### src/rtl/evt_decoder_level_1.sv
// evt_decoder_level_1: rebuilds a row/column event bitmap from address events and emits one frame per group release.
// A closed frame that cannot be emitted is parked in a one-deep retained slot while the FSM stalls.
package lib_arbiter_pkg;
    parameter int LVL_ROWS = 4;
    parameter int LVL_COLS = 4;
    parameter int LVL_ADD  = 2;
endpackage

module evt_decoder_level_1 #(
    parameter int Lvl_ROWS = lib_arbiter_pkg::LVL_ROWS,
    parameter int Lvl_COLS = lib_arbiter_pkg::LVL_COLS,
    parameter int Lvl_ADD  = lib_arbiter_pkg::LVL_ADD
) (
    input  logic                               clk_i,
    input  logic                               reset_i,
    input  logic                               enable_i,
    input  logic                               evt_valid_i,
    input  logic [Lvl_ADD-1:0]                 x_add_i,
    input  logic [Lvl_ADD-1:0]                 y_add_i,
    input  logic                               grp_release_i,
    output logic                               evt_ready_o,
    output logic [Lvl_ROWS-1:0][Lvl_COLS-1:0]  frame_o,
    output logic                               frame_valid_o,
    input  logic                               frame_ready_i,
    output logic [2*Lvl_ADD:0]                 evt_cnt_o,
    output logic [7:0]                         frame_cnt_o,
    output logic                               dup_err_o,
    output logic                               addr_err_o
);
    localparam int CW = 2*Lvl_ADD+1;

    typedef enum logic [1:0] {IDLE, COLLECT, STALL} state_t;

    state_t                            r_state;
    logic [Lvl_ROWS-1:0][Lvl_COLS-1:0] r_acc, r_ret, w_hit, w_new, w_merged;
    logic [CW-1:0]                     r_cnt, r_ret_cnt, w_merged_cnt;
    logic                              w_accept, w_in_range, w_dup, w_close, w_emit;

    // One-hot of the incoming address; all-zero when the address is out of range.
    always_comb begin
        w_hit = '0;
        for (int r = 0; r < Lvl_ROWS; r++)
            for (int c = 0; c < Lvl_COLS; c++)
                w_hit[r][c] = (32'(x_add_i) == 32'(r)) && (32'(y_add_i) == 32'(c));
    end

    assign evt_ready_o  = enable_i && (r_state == COLLECT);
    assign w_accept     = evt_valid_i && evt_ready_o;
    assign w_in_range   = |w_hit;
    assign w_dup        = w_accept && |(w_hit & r_acc);
    assign w_new        = w_accept ? (w_hit & ~r_acc) : '0;
    assign w_merged     = r_acc | w_new;
    assign w_merged_cnt = r_cnt + CW'(|w_new);
    assign w_close      = evt_ready_o && grp_release_i && (w_merged_cnt != '0);
    assign w_emit       = !frame_valid_o || frame_ready_i;

    always_ff @(posedge clk_i or posedge reset_i) begin
        if (reset_i) begin
            r_state       <= IDLE;
            r_acc         <= '0;
            r_cnt         <= '0;
            r_ret         <= '0;
            r_ret_cnt     <= '0;
            frame_o       <= '0;
            evt_cnt_o     <= '0;
            frame_cnt_o   <= '0;
            frame_valid_o <= 1'b0;
            dup_err_o     <= 1'b0;
            addr_err_o    <= 1'b0;
        end else begin
            dup_err_o  <= w_dup;
            addr_err_o <= w_accept && !w_in_range;
            if (frame_ready_i)
                frame_valid_o <= 1'b0;
            if (!enable_i) begin
                r_state   <= IDLE;
                r_acc     <= '0;
                r_cnt     <= '0;
                r_ret     <= '0;
                r_ret_cnt <= '0;
            end else begin
                case (r_state)
                    IDLE: r_state <= COLLECT;
                    COLLECT: begin
                        if (w_close) begin
                            r_acc <= '0;
                            r_cnt <= '0;
                            if (w_emit) begin
                                frame_o       <= w_merged;
                                evt_cnt_o     <= w_merged_cnt;
                                frame_valid_o <= 1'b1;
                                frame_cnt_o   <= frame_cnt_o + 8'd1;
                            end else begin
                                r_ret     <= w_merged;
                                r_ret_cnt <= w_merged_cnt;
                                r_state   <= STALL;
                            end
                        end else begin
                            r_acc <= w_merged;
                            r_cnt <= w_merged_cnt;
                        end
                    end
                    STALL: begin
                        // Retained frame replaces the consumed one, so valid never drops.
                        if (frame_ready_i) begin
                            frame_o       <= r_ret;
                            evt_cnt_o     <= r_ret_cnt;
                            frame_valid_o <= 1'b1;
                            frame_cnt_o   <= frame_cnt_o + 8'd1;
                            r_state       <= COLLECT;
                        end
                    end
                    default: r_state <= IDLE;
                endcase
            end
        end
    end
endmodule

### config.mk
export PLATFORM = sky130hd
export DESIGN_NAME = evt_decoder_level_1
export DESIGN_NICKNAME = d
export VERILOG_FILES = /design/src/rtl/evt_decoder_level_1.sv
export SDC_FILE = /design/constraint.sdc
export NUM_CORES = 1
export LEC_CHECK = 0
export CAP_MARGIN = 20
export CELL_PAD_IN_SITES_DETAIL_PLACEMENT = 0
export CELL_PAD_IN_SITES_GLOBAL_PLACEMENT = 1
export CORE_UTILIZATION = 44
export DETAILED_ROUTE_END_ITERATION = 10
export PLACE_DENSITY_LB_ADDON = 0.15
export SLEW_MARGIN = 40
export SYNTH_ARGS = -nofsm -noshare
export SYNTH_HDL_FRONTEND = slang
export SYNTH_SLANG_ARGS = --single-unit
### constraint.sdc
create_clock -name clk_i -period 4.5 [get_ports clk_i]
set_input_delay 1.35 -clock clk_i [delete_from_list [all_inputs] [get_ports clk_i]]
set_output_delay 1.35 -clock clk_i [all_outputs]
set_load 0.01 [all_outputs]
==> run_results.csv, run 1 <==
group,metric,value,unit
clock_network,clk_pin_slew,0.08,ns
die,die_x,96.9,um
layout,insertedDiodeCount,0,
global_route,first_global_vias,3221,
setup_path,longest_individual_stage_delay_on_the_worst_path,0.53,ns
layout,fillers,763,
clock_network,tritoncts.num_buffers,9,
outcome,status,"finished, final reports clean",
power,share_of_total_power_in_sequential_cells,0.483,
sta,period_needed,4.25,ns
setup_path,critical_path_arrival,4.54,ns
power,sw_frac_of_total,0.260,
global_route,grt_first_pass_wirelength,15.8,mm
sta,timing_worst_slew_pin_value,0.711,ns
min_path,min-delay-path-class,"register to register",
layout,layout.cells.most_common,"dfrtp_1",
route,drt_pass_1_iters,4,
route,remaining_drc_errors,0,
yosys,portion_of_the_post_synthesis_area_used_by_sequential_elements,0.480,
yosys,ys.warnings.count,0,
layout,syn_to_final_growth,23.0,%
sta,relative_slew_margins,0.525,
power,pwr-share-clk,0.390,
placement,port_buffers,42,
layout,most-common-layout-cells,"76 x dfrtp_1, 50 x nor2_1, 42 x clkdlybuf4s50_1, 41 x a21oi_1, 29 x buf_4",
global_route,grt-ovfl-total,0,
setup_path,timing.reg2reg.setup_slack,0.80,ns
die,initial_utilization,0.455,
clock_network,clock_tree_from_tritoncts,"yes",
layout,multiInputGateArea,1900,um2
yosys,synth-main-ff-cell,"dfrtp_1",
sta,rsz0062_at_grt,"no",
clock_network,cts_hold_buffers,0,
global_route,largest_net_degree_at_the_start_of_global_routing,77,
route,detail_route.vias_per_cell,5.52,
power,max-vdd-ir-drop,0.170,mV
setup_path,cp_max_fanout,8,
die,core_area,8720,um2
route,postRouteAntennaNets,0,
placement,postPlaceCellArea,4660,um2
setup_path,worstSetupStartpointType,"primary input",
power,p_comb_frac,0.127,
sta,timing.final.hold_violations,0,
yosys,syn-mean-instance-area,10.0,um2
layout,fin_area,4880,um2
setup_path,critical_path.most_common_cell,"ha_1",
flow_run,max-cap-violations,0,
setup_path,worst_path_max_delay_cell,"clkdlybuf4s50_1",
route,initial_detailed_routing_violation_count,165,
sta,fin_ws,0.247,ns
layout,design.final.nets,471,
power,p_per_area,303,nW/um2
placement,gp_congestion,0.840,
route,routed-via-count,3130,
die,die_area,9390,um2
route,wirelength,9.29,mm
die,placement_row_count,34,
layout,area_taken_by_flip_flops_and_latches,1900,um2
die,die_height,96.9,um
power,net-switching-power,385,uW
yosys,synth_enable_flop_cells,0,
placement,place.detailed.hpwl,6.48,mm
yosys,synth-seq-cells,76,
clock_network,max_h_tree_level,3,
clock_network,post-cts-setup-buffer-count,0,
sta,finalMaxSlewViolations,0,
global_route,grtUsageTotal,0.211,
clock_network,clock_sink_count,76,
sta,final.setup_skew,0.0106,ns
layout,layout_cell_share_with_drive_strength_beyond_1,0.148,
die,num_io_pins,43,
sta,timing.final.setup_violations,0,
setup_path,crit_path_end_kind,"register",
setup_path,critical_path.cell_chain,"clkdlybuf4s50_1 > buf_4 > a2111oi_0 > nor2_1 > o21a_1 > o22ai_1 > ha_1 > ha_1 > nor3_1 > mux2i_4 > o21ai_1 > and2_1 > a32o_1",
placement,placed_cells,551,
route,post_drt_wl_per_cell,16.4,um
layout,number_of_non_filler_instances_in_the_completed_layout,567,
yosys,synth_cell_types,57,
yosys,asyncSetResetFlopFracSynth,1.00,
sta,final_min_period_over_clock_period,0.945,
sta,achievable-frequency,235,MHz
clock_network,cts.root.buffer_cell,"clkbuf_8",
placement,dpl_worst_slack,-0.117,ns
yosys,synthCells,396,
power,power.static_leakage,2.22,nW
setup_path,critical_path_class,"primary input to register",
clock_network,cts.path.max_buffers,2,
yosys,syn_nets,413,
yosys,synth_area,3960,um2
clock_network,worstSkewPairLatency,0.35,ns
power,internal_power,1.09,mW
clock_network,cts_resized,0,
global_route,grt_antenna_before_repair,0,
setup_path,critPathRequiredTime,4.78,ns
-- path summary, 6_finish.rpt --
kind,start,end,cells past startpoint
worst min register to register,frame_cnt_o[7],frame_cnt_o[7],1
max in group asynchronous,reset_i,r_acc[12],3
worst max-delay path,y_add_i[1],r_acc[0],13
worst max register to register,r_state[1],r_acc[0],14
worst min-delay path,frame_cnt_o[7],frame_cnt_o[7],1
min in group asynchronous,reset_i,frame_cnt_o[4],3
-- metrics by stage --
| stage | total power [mW] | utilization | hold WS [ns] | TNS, ns |
|---|---|---|---|---|
| 6_report | 1.48 | 0.559 | 0.466 | 0 |
| 2_1_floorplan | 0.836 | - | 0.480 | 0 |
| 3_5_place_dp | 0.916 | 0.534 | 0.457 | -2.95 |
| 4_1_cts | 1.49 | 0.559 | 0.473 | 0 |
| 3_3_place_gp | 0.914 | 0.534 | 0.454 | -0.514 |
| 5_1_grt | 1.54 | 0.559 | 0.485 | 0 |
-- power groups by stage --
stage | Combinational, mW | Clock, mW | Sequential, mW
finish | 0.188 | 0.575 | 0.713
global route | 0.207 | 0.619 | 0.717
CTS | 0.190 | 0.590 | 0.714
detailed placement | 0.189 | 0 | 0.727
global placement | 0.187 | 0 | 0.727
floorplan | 0.107 | 0 | 0.729
-- cell families (layout without fill, tap and decap cells) --
logic type | after synthesis | after routing | synth area share
buffers and inverters | 36 | 99 | 0.0407
AO/OA/AOI/OAI | 113 | 113 | 0.189
adder cells (fa/ha/maj) | 7 | 7 | 0.0221
XOR/XNOR | 11 | 11 | 0.0243
AND/OR/NAND/NOR | 116 | 116 | 0.140
flip-flops | 76 | 76 | 0.480
multiplexers | 36 | 36 | 0.102
other | 1 | 1 | 0.000946
-- flip-flops by register name, indices dropped and copies added, names as in the netlist --
signal / count
r_ret: 16
evt_cnt_o: 5
r_state: 2
r_acc: 16
r_ret_cnt: 5
r_cnt: 5
addr_err_o: 1
frame_cnt_o: 8
frame_valid_o: 1
frame_o: 16
dup_err_o: 1
-- metal layers --
layer / global-route usage / up-vias / share of wire
li1: - / 1531 / -
met1: 0.262 / 1530 / 0.45
met2: 0.367 / 53 / 0.51
met3: 0.0383 / 16 / 0.030
met4: 0.0769 / 0 / 0.016
met5: 0 / - / 0
-- worst max-delay path, delay by kind of cell --
family,cells,cell delay (ns)
AO/OA/AOI/OAI,5,1.13
buffers and inverters,2,0.74
AND/OR/NAND/NOR,3,0.66
adder cells (fa/ha/maj),2,0.50
multiplexers,1,0.15
-- synthesized netlist by cell type (2+ instances only) --
library cell / number / share of area
a22o_1: 2 / 0.0044
o21ai_0: 18 / 0.023
a211oi_1: 21 / 0.040
nor3_1: 3 / 0.0038
nand3_2: 2 / 0.0051
o22ai_1: 5 / 0.0079
mux2_1: 19 / 0.054
xor2_1: 6 / 0.013
a21oi_1: 41 / 0.052
nor2b_1: 5 / 0.0079
xnor2_1: 5 / 0.011
a32oi_1: 2 / 0.0044
nor2_1: 50 / 0.047
mux2i_1: 9 / 0.023
a32o_1: 4 / 0.010
a2111oi_1: 2 / 0.0051
mux2_2: 7 / 0.020
nand2b_1: 3 / 0.0047
o21ai_1: 2 / 0.0025
and2_1: 5 / 0.0079
clkbuf_1: 14 / 0.013
nand2_1: 24 / 0.023
dfrtp_1: 76 / 0.48
inv_1: 8 / 0.0076
and3_1: 3 / 0.0047
buf_4: 4 / 0.0076
nand3_1: 8 / 0.010
o21a_1: 2 / 0.0038
buf_2: 9 / 0.011
ha_1: 7 / 0.022
nand3b_1: 4 / 0.0076
-- layout make-up --
class | count | area share
clock buffers | 10 | 0.0262
clock inverters | 6 | 0.0180
inverters | 9 | 0.00693
multi-input cells | 284 | 0.390
flip-flops and latches | 76 | 0.390
well taps | 108 | 0.0277
repair buffers | 74 | 0.141
Note: power is estimated with default switching activity, not from simulation.
==> inputs of run 2 (changes only) <==
--- a/config.mk
+++ b/config.mk
@@ -5,7 +5,6 @@
 export SDC_FILE = /design/constraint.sdc
 export NUM_CORES = 1
 export LEC_CHECK = 0
-export CAP_MARGIN = 20
 export CELL_PAD_IN_SITES_DETAIL_PLACEMENT = 0
 export CELL_PAD_IN_SITES_GLOBAL_PLACEMENT = 1
 export CORE_UTILIZATION = 44
==> results of run 2 <==
Final layout, timing and power as in run 1 (identical DEF).
==> inputs of run 3 (changes only) <==
--- a/config.mk
+++ b/config.mk
@@ -5,9 +5,10 @@
 export SDC_FILE = /design/constraint.sdc
 export NUM_CORES = 1
 export LEC_CHECK = 0
+export ABC_AREA = 1
 export CELL_PAD_IN_SITES_DETAIL_PLACEMENT = 0
 export CELL_PAD_IN_SITES_GLOBAL_PLACEMENT = 1
-export CORE_UTILIZATION = 44
+export CORE_UTILIZATION = 42
 export DETAILED_ROUTE_END_ITERATION = 10
 export PLACE_DENSITY_LB_ADDON = 0.15
 export SLEW_MARGIN = 40
==> run 3 against run 2 <==
Highest routed layer unchanged; register-to-register slack improved by 0.28 ns; critical endpoint is now evt_ready_o; final area decreased by 3.2%; power rose by 40%.
==> run_results.csv, run 3 <==
group,metric,value,unit
clock_network,worstSkewPairLatency,0.35,ns
layout,layout.core_utilization,0.513,
power,sw_frac_of_total,0.345,
setup_path,critical_path_class,"primary input to output port",
sta,rsz0062_at_grt,"no",
clock_network,clk_pin_slew,0.09,ns
flow_run,max-cap-violations,0,
setup_path,cp_max_fanout,2,
route,remaining_drc_errors,0,
setup_path,worst_r2r_startpoint,"r_state[1]",
setup_path,timing.reg2reg.setup_slack,1.08,ns
layout,insertedDiodeCount,0,
sta,final.setup_skew,0.0110,ns
sta,timing_worst_slew_pin_value,0.821,ns
min_path,holdPathStages,2,
sta,timing.final.setup_violations,0,
route,routed-via-count,3333,
layout,design.final.nets,555,
clock_network,clock_tree_from_tritoncts,"yes",
clock_network,post-cts-setup-buffer-count,0,
power,share_of_total_power_in_sequential_cells,0.413,
setup_path,worstSetupStartpointType,"primary input",
setup_path,crit_path_end_kind,"output port",
power,power.static_leakage,2.22,nW
yosys,synthCells,494,
outcome,status,"finished, final reports clean",
layout,fillers,901,
sta,period_needed,4.06,ns
global_route,largest_net_degree_at_the_start_of_global_routing,44,
yosys,synth_area,3990,um2
placement,place.detailed.hpwl,6.54,mm
setup_path,r2r-end,"frame_o[5]",
clock_network,cts.root.buffer_cell,"clkbuf_8",
power,internal_power,1.36,mW
route,detail_route.vias_per_cell,5.10,
global_route,grt_antenna_before_repair,0,
yosys,asyncSetResetFlopFracSynth,1.00,
power,pwr-share-clk,0.267,
setup_path,longest_individual_stage_delay_on_the_worst_path,0.54,ns
sta,finalMaxSlewViolations,0,
clock_network,max_h_tree_level,3,
setup_path,reg2regPathDepth,21,
min_path,hold_path_end,"evt_cnt_o[4]",
setup_path,critPathRequiredTime,3.15,ns
sta,relative_slew_margins,0.452,
global_route,first_global_vias,3166,
sta,setup_total_negative_slack,0,ns
global_route,grt-ovfl-total,0,
route,post_drt_wl_per_cell,14.1,um
clock_network,cts_resized,0,
min_path,min-delay-path-class,"register to register",
die,die_height,99.4,um
route,postRouteAntennaNets,0,
die,initial_utilization,0.433,
setup_path,worst_path_max_delay_cell,"clkdlybuf4s50_1",
layout,multiInputGateArea,1780,um2
power,net-switching-power,714,uW
die,placement_row_count,35,
die,num_io_pins,43,
yosys,yosys-top-cells-area,"dfrtp_1 48%, nand2_1 11%, nor2_1 7.3%",
yosys,portion_of_the_post_synthesis_area_used_by_sequential_elements,0.477,
power,p_comb_frac,0.320,
power,max-vdd-ir-drop,0.210,mV
route,initial_detailed_routing_violation_count,258,
yosys,synth-main-ff-cell,"dfrtp_1",
power,p_per_area,439,nW/um2
die,core_area,9200,um2
clock_network,clock_sink_count,76,
layout,syn_to_final_growth,18.4,%
clock_network,tritoncts.num_buffers,9,
yosys,synth.top_cells.by_count,"122 x nand2_1, 77 x nor2_1, 76 x dfrtp_1",
yosys,ys.warnings.count,0,
setup_path,critical_path.most_common_cell,"clkdlybuf4s50_1",
clock_network,cts.path.max_buffers,2,
setup_path,critical_path_arrival,2.71,ns
route,drt_pass_1_iters,5,
sta,final_min_period_over_clock_period,0.902,
layout,layout_cell_share_with_drive_strength_beyond_1,0.112,
yosys,synth_cell_types,37,
yosys,synthDominantAreaCellType,"dfrtp_1",
sta,timing.final.hold_violations,0,
placement,port_buffers,42,
yosys,post-synth-top-count-cell,"nand2_1",
global_route,grtUsageTotal,0.206,
yosys,syn_nets,511,
yosys,synth-seq-cells,76,
sta,hold_slack,0.487,ns
placement,gp_congestion,0.861,
layout,most-common-layout-cells,"122 x nand2_1, 77 x nor2_1, 76 x dfrtp_1, 42 x clkdlybuf4s50_1, 38 x inv_1",
layout,area_taken_by_flip_flops_and_latches,1900,um2
layout,layout_top_registers,"frame_o: 16 flops, r_acc: 16 flops, r_ret: 16 flops",
layout,layout.cells.most_common,"nand2_1",
die,die_area,9880,um2
setup_path,critical_path.cell_chain,"clkdlybuf4s50_1 > nand2_1 > buf_4 > inv_1 > clkdlybuf4s50_1",
min_path,worstHoldStart,"evt_cnt_o[4]",
route,wirelength,9.24,mm
yosys,synth_enable_flop_cells,0,
global_route,grt_first_pass_wirelength,15.9,mm
yosys,synthDominantCellAreaShare,0.477,
die,die_x,99.4,um
yosys,syn-mean-instance-area,8.07,um2
clock_network,cts_hold_buffers,0,
sta,achievable-frequency,246,MHz
[run 3: worst max path at each step]
stage / from / to / slack, ns
floorplan: enable_i / frame_cnt_o[2] / 0.81
global placement: enable_i / frame_o[9] / 0.19
detailed placement: y_add_i[1] / frame_o[5] / 0.12
CTS: enable_i / evt_ready_o / 0.43
global route: enable_i / frame_o[5] / 0.24
finish: enable_i / evt_ready_o / 0.44
[run 3: kinds of logic (layout without fill, tap and decap cells)]
family	Yosys count	after routing	synth area share
buffers and inverters	62	111	0.0757
xor gates and xnor gates	7	7	0.0154
AOI/OAI and AO/OA	87	87	0.131
and+or+nand+nor	251	251	0.271
muxes	3	3	0.00754
adders and majority gates	7	7	0.0220
DFF	76	76	0.477
other	1	1	0.000941
[run 3: power groups by stage]
stage	clock network [mW]	registers (mW)	logic (mW)
after detailed placement	0	0.872	0.666
final	0.554	0.856	0.662
after global placement	0	0.867	0.659
after CTS	0.567	0.858	0.670
after floorplan	0	0.895	0.393
after global routing	0.597	0.873	0.736
[run 3: metal layers]
metal / vias up / track usage / wire length (um)
met1: 1539 / 0.322 / 5000
li1: 1686 / - / -
met2: 100 / 0.290 / 3720
met5: - / 0 / 0
met4: 0 / 0.0679 / 104
met3: 8 / 0.0323 / 417
[run 3: layout make-up]
class | instances | area share
flip-flops and latches | 76 | 0.403
clock buffers | 10 | 0.0292
multi-input cells | 356 | 0.378
clock inverters | 6 | 0.0148
well taps | 111 | 0.0294
inverters | 41 | 0.0326
repair buffers | 54 | 0.113
[run 3: worst max-delay path, delay by kind of cell]
family                 cells  cell delay, ns
and+or+nand+nor            1            0.10
buffers and inverters      4            1.26
[run 3: metrics by stage]
| step | cell area (um2) | power [mW] | instances | worst slack [ns] |
|---|---|---|---|---|
| floorplan | 3990 | 1.29 | 494 | 0.808 |
| global route | 4720 | 2.21 | 654 | 0.240 |
| global placement | 4510 | 1.53 | 638 | 0.191 |
| finish | 4720 | 2.07 | 654 | 0.442 |
| detailed placement | 4510 | 1.54 | 638 | 0.116 |
| CTS | 4720 | 2.09 | 654 | 0.433 |
